`config.mk`:
```
export PLATFORM = sky130hd
export DESIGN_NAME = output_buffer
export DESIGN_NICKNAME = d
export VERILOG_FILES = /design/src/rtl/output_buffer.sv
export SDC_FILE = /design/constraint.sdc
export NUM_CORES = 1
export LEC_CHECK = 0
export BUFFER_PORTS_ARGS = -buffer_cell sky130_fd_sc_hd__buf_2
export CORE_UTILIZATION = 35
export DETAILED_ROUTE_END_ITERATION = 7
export GPL_ROUTABILITY_DRIVEN = 0
export SYNTH_ARGS = -nofsm -noshare
export SYNTH_HDL_FRONTEND = slang
export SYNTH_SLANG_ARGS = --single-unit
```
`constraint.sdc`:
```
create_clock -name aclk -period 3.1 [get_ports aclk]
set_input_delay 0.465 -clock aclk [delete_from_list [all_inputs] [get_ports aclk]]
set_output_delay 0.465 -clock aclk [all_outputs]
set_load 0.03 [all_outputs]
```
`src/rtl/output_buffer.sv`:
```
// Output stage: collects one processed pixel per flow cycle per column,
// drops warm-up/padding rows and emits valid pixels as an AXI-Stream master.
module output_buffer #(
    parameter int DATA_WIDTH         = 8,
    parameter int C_AXIS_TDATA_WIDTH = 32,
    parameter int OUTPUT_HEIGHT      = 480,
    parameter int OUTPUT_WIDTH       = 640,
    parameter int LATENCY            = 1
) (
    input  logic                            aclk,
    input  logic                            aresetn,
    input  logic                            data_flowing,
    input  logic                            is_full_columns_first_input,
    input  logic [DATA_WIDTH-1:0]           pixel_R,
    input  logic [DATA_WIDTH-1:0]           pixel_G,
    input  logic [DATA_WIDTH-1:0]           pixel_B,
    output logic                            output_has_back_pressure,
    output logic                            m_tvalid,
    input  logic                            m_tready,
    output logic [C_AXIS_TDATA_WIDTH-1:0]   m_tdata,
    output logic [C_AXIS_TDATA_WIDTH/8-1:0] m_tstrb,
    output logic                            m_tlast,
    output logic                            sync_error
);

    localparam int RW = (OUTPUT_HEIGHT > 1) ? $clog2(OUTPUT_HEIGHT) : 1;
    localparam int CW = (OUTPUT_WIDTH > 1) ? $clog2(OUTPUT_WIDTH) : 1;

    localparam logic [RW-1:0] ROW_LAST = RW'(OUTPUT_HEIGHT - 1);
    localparam logic [CW-1:0] COL_LAST = CW'(OUTPUT_WIDTH - 1);

    localparam logic [0:0] IDLE    = 1'b0;
    localparam logic [0:0] CAPTURE = 1'b1;

    logic [LATENCY-1:0]            delay_q;
    logic [0:0]                    state;
    logic [RW-1:0]                 row_cnt;
    logic [CW-1:0]                 col_cnt;
    logic                          start;
    logic                          load;
    logic                          row_last;
    logic                          col_last;
    logic [C_AXIS_TDATA_WIDTH-1:0] beat;

    assign start    = data_flowing && delay_q[LATENCY-1];
    assign load     = data_flowing && (state == CAPTURE || start);
    assign row_last = (row_cnt == ROW_LAST);
    assign col_last = (col_cnt == COL_LAST);

    assign output_has_back_pressure = m_tvalid && !m_tready;
    assign m_tstrb = '1;

    // Pack the pixel into the top of the beat, zero-filling the low bits.
    always_comb begin
        beat = '0;
        beat[C_AXIS_TDATA_WIDTH-1 -: 3*DATA_WIDTH] = {pixel_R, pixel_G, pixel_B};
    end

    // Marker delay line aligning the column start with the row-0 result.
    always_ff @(posedge aclk) begin
        if (!aresetn) begin
            delay_q <= '0;
        end else if (data_flowing) begin
            delay_q[0] <= is_full_columns_first_input;
            for (int k = 1; k < LATENCY; k++) begin
                delay_q[k] <= delay_q[k-1];
            end
        end
    end

    // Column FSM and row/column counters; a start while capturing only flags an error.
    always_ff @(posedge aclk) begin
        if (!aresetn) begin
            state      <= IDLE;
            row_cnt    <= '0;
            col_cnt    <= '0;
            sync_error <= 1'b0;
        end else begin
            if (start && state == CAPTURE) begin
                sync_error <= 1'b1;
            end
            if (load) begin
                if (row_last) begin
                    row_cnt <= '0;
                    col_cnt <= col_last ? '0 : col_cnt + 1'b1;
                    state   <= IDLE;
                end else begin
                    row_cnt <= row_cnt + 1'b1;
                    state   <= CAPTURE;
                end
            end
        end
    end

    // Single-stage output register; upstream never flows while a beat is stalled.
    always_ff @(posedge aclk) begin
        if (!aresetn) begin
            m_tvalid <= 1'b0;
            m_tlast  <= 1'b0;
            m_tdata  <= '0;
        end else if (load) begin
            m_tvalid <= 1'b1;
            m_tdata  <= beat;
            m_tlast  <= row_last && col_last;
        end else if (m_tready) begin
            m_tvalid <= 1'b0;
        end
    end

endmodule

```
==> results.sh <==
export IMPL_antenna_found_initial=0
export IMPL_fin_worst_hold_slack_ps=401
export IMPL_start_util=0.365
export IMPL_synth_area_leaders="dfxtp_1, nand2_1, a21oi_1"
export IMPL_yosysWarnings=0
export IMPL_setup_viol=0
export IMPL_fp_dieArea_sq_um=6080
export IMPL_drtIter0Drc=81
export IMPL_multi_input_area_sq_um=946
export IMPL_r2r_start="row_cnt[0]"
export IMPL_drt_total_wl_um=4310
export IMPL_route_detailed_drc=0
export IMPL_hp_start="pixel_R[5]"
export IMPL_final_cell_mix="nand2_1, buf_2, dfxtp_1"
export IMPL_seq_area_sq_um=961
export IMPL_final_common_cell="nand2_1"
export IMPL_core_region_area_sq_um=5540
export IMPL_period_minus_slack_ps=2010
export IMPL_vias_per_cell=4.68
export IMPL_use_met1=0.169
export IMPL_cts_sinks=48
export IMPL_hold_viol=0
export IMPL_grt_busiest_layer="met2"
export IMPL_dieHeight_um=78.0
export IMPL_tns_ps=0
export IMPL_antenna_cells=0
export IMPL_cts_tree="yes"
export IMPL_outcome="finished clean"
export IMPL_cts_hold_buffers=0
export IMPL_hold_path_endpoint="m_tdata[29]"
export IMPL_htreeDepth=2
export IMPL_grt_util_met2=0.258
export IMPL_ios=69
export IMPL_synthCells=244
export IMPL_endpoint_kind="flop"
export IMPL_reg2reg_to="col_cnt[7]"
export IMPL_die_w_um=78.0
export IMPL_clk_latency_ps=290
export IMPL_worst_ep_required_time_ps=3330
export IMPL_met3_usage=0.0247
export IMPL_grt_pass1_wl_um=7000
export IMPL_rsz0062_at_grt="false"
export IMPL_timing_final_crit_share=0.647
export IMPL_powerDensity_nw_per_um2=513
export IMPL_relSlewSlack=0.363
export IMPL_fmax_mhz=498
export IMPL_numCtsBuffers=5
export IMPL_antenna_left=0
export IMPL_wl_per_cell_um=11.7
export IMPL_track_usage=0.142
export IMPL_cts_root_buf="clkbuf_8"
export IMPL_cts_buffer_depth=2
export IMPL_critPathKind="flop to flop"
export IMPL_holdCritPathClass="input pin to flop"
export IMPL_synth_top_area_share=0.476
export IMPL_cts_resized=0
export IMPL_clock_skew_ps=6.49
export IMPL_final_cells=369
export IMPL_ys_seq_area_frac=0.476
export IMPL_fin_nets=327
export IMPL_synthToLayoutAreaGrowth_pct=20.6
export IMPL_cts_setup_buffers=0
export IMPL_r2r_worst_path_cells=5
export IMPL_peakVddDrop_mv=0.305
export IMPL_postSynthAreaPerCell_sq_um=8.28
export IMPL_synth_seq_cells=48
export IMPL_dr_pass1_iters=4
export IMPL_yosysTopAreaCell="dfxtp_1"
export IMPL_cp_arrival_ps=2230
export IMPL_io_buffers=56
export IMPL_clk_pin_slew_ps=80
export IMPL_netlist_cell_type_count=40
export IMPL_fill_cells=585
export IMPL_maxCapViolCount=0
export IMPL_worstMarginPinSlew_ps=947
export IMPL_p_leak_nw=0.989
export IMPL_grt_max_degree=30
export IMPL_cp_start_kind="flop"
export IMPL_worstHoldPathCells=3
export IMPL_routed_via_count=1726
export IMPL_critPathLaunch="row_cnt[0]"
export IMPL_num_rows=27
export IMPL_place_inst=361
export IMPL_r2r_slack_ps=1090
export IMPL_syn_area_sq_um=2020
export IMPL_layout_drive_gt1_share=0.239
export IMPL_maxSlewViolCount=0
export IMPL_crit_fanout=11
export IMPL_gr_total_overflow=0
export IMPL_grt_pass1_vias=1560
export IMPL_hpwl_um=2990
sequential cells by signal, summed over array words and instances (netlist names):
name	cells
m_tvalid	1
state	1
row_cnt	9
delay_q	1
m_tdata	24
sync_error	1
m_tlast	1
col_cnt	10
worst max-delay path by stage:
stage	slack (ps)	end	cells past startpoint
after floorplan	1240	col_cnt[6]	6
after global placement	1140	col_cnt[7]	5
after detailed placement	1100	col_cnt[7]	5
after CTS	1090	col_cnt[7]	5
after global routing	940	col_cnt[7]	5
final	1090	col_cnt[7]	5
final cells by class:
| cell class | instances | share of cell area |
|---|---|---|
| clock buffers | 7 | 0.0395 |
| inverters | 3 | 0.00462 |
| repair buffers | 59 | 0.124 |
| well taps | 72 | 0.0370 |
| flip-flops and latches | 48 | 0.394 |
| clock inverters | 1 | 0.0123 |
| multi-input cells | 179 | 0.388 |
logic make-up after synthesis:
family                   count (synthesis)  share of synthesized area
other                                    2                    0.00372
XOR/XNOR                                 9                     0.0390
buffers and inverters                   27                     0.0768
AO/OA/AOI/OAI                           48                      0.146
AND/OR/NAND/NOR                        107                      0.242
flip-flops                              48                      0.476
multiplexers                             1                    0.00495
adder cells (fa/ha/maj)                  2                     0.0124
worst max-delay path, stage by stage (launching register included):
cell and delay, ps:
dfxtp_1 420, ha_1 250, o211ai_4 140, or3_4 470
or4b_1 520, a21oi_1 140
metrics by stage:
stage               worst slack (ps)  instance area [sq um]  utilization  total power (W)
floorplan                       1240                   2060            -         0.000754
global placement                1140                   2310        0.417         0.000783
detailed placement              1100                   2310        0.417         0.000787
CTS                             1090                   2440        0.440          0.00128
global route                     942                   2440        0.440          0.00131
finish                          1090                   2440        0.440          0.00125
report_power, final:
part,total (W),switching (W),internal (W)
Sequential,0.000642,0.0000103,0.000632
Clock,0.000481,0.000196,0.000285
Combinational,0.000129,0.0000917,0.0000369
layer usage:
layer,up-vias,share of wire
met5,-,0
met4,0,0.0083
met3,5,0.036
met2,42,0.50
met1,773,0.46
li1,906,-
synthesized netlist by cell type:
| cell type | count |
|---|---|
| nand3_1 | 5 |
| clkbuf_1 | 10 |
| nand3b_1 | 1 |
| clkbuf_2 | 1 |
| and3_1 | 3 |
| nor2b_1 | 1 |
| or3_1 | 2 |
| o311ai_0 | 1 |
| o31ai_1 | 4 |
| nor3_1 | 2 |
| xor2_1 | 4 |
| and4_1 | 1 |
| conb_1 | 2 |
| o21ai_0 | 1 |
| o21ai_1 | 1 |
| ha_1 | 2 |
| or4_1 | 2 |
| buf_6 | 1 |
| nand2_1 | 61 |
| or4b_1 | 1 |
| nand3_2 | 1 |
| o41ai_1 | 2 |
| nand4_1 | 5 |
| o22ai_1 | 1 |
| o21a_1 | 1 |
| nor4_1 | 3 |
| nand4b_1 | 1 |
| dfxtp_1 | 48 |
| a31oi_1 | 1 |
| nand2b_1 | 1 |
| a32oi_1 | 1 |
| a21oi_1 | 32 |
| inv_1 | 3 |
| or3_4 | 1 |
| buf_4 | 12 |
| mux2i_1 | 1 |
| a2bb2oi_1 | 2 |
| xnor2_1 | 5 |
| nor2_1 | 16 |
| o211ai_4 | 1 |
(Power assumes the default switching activity.)
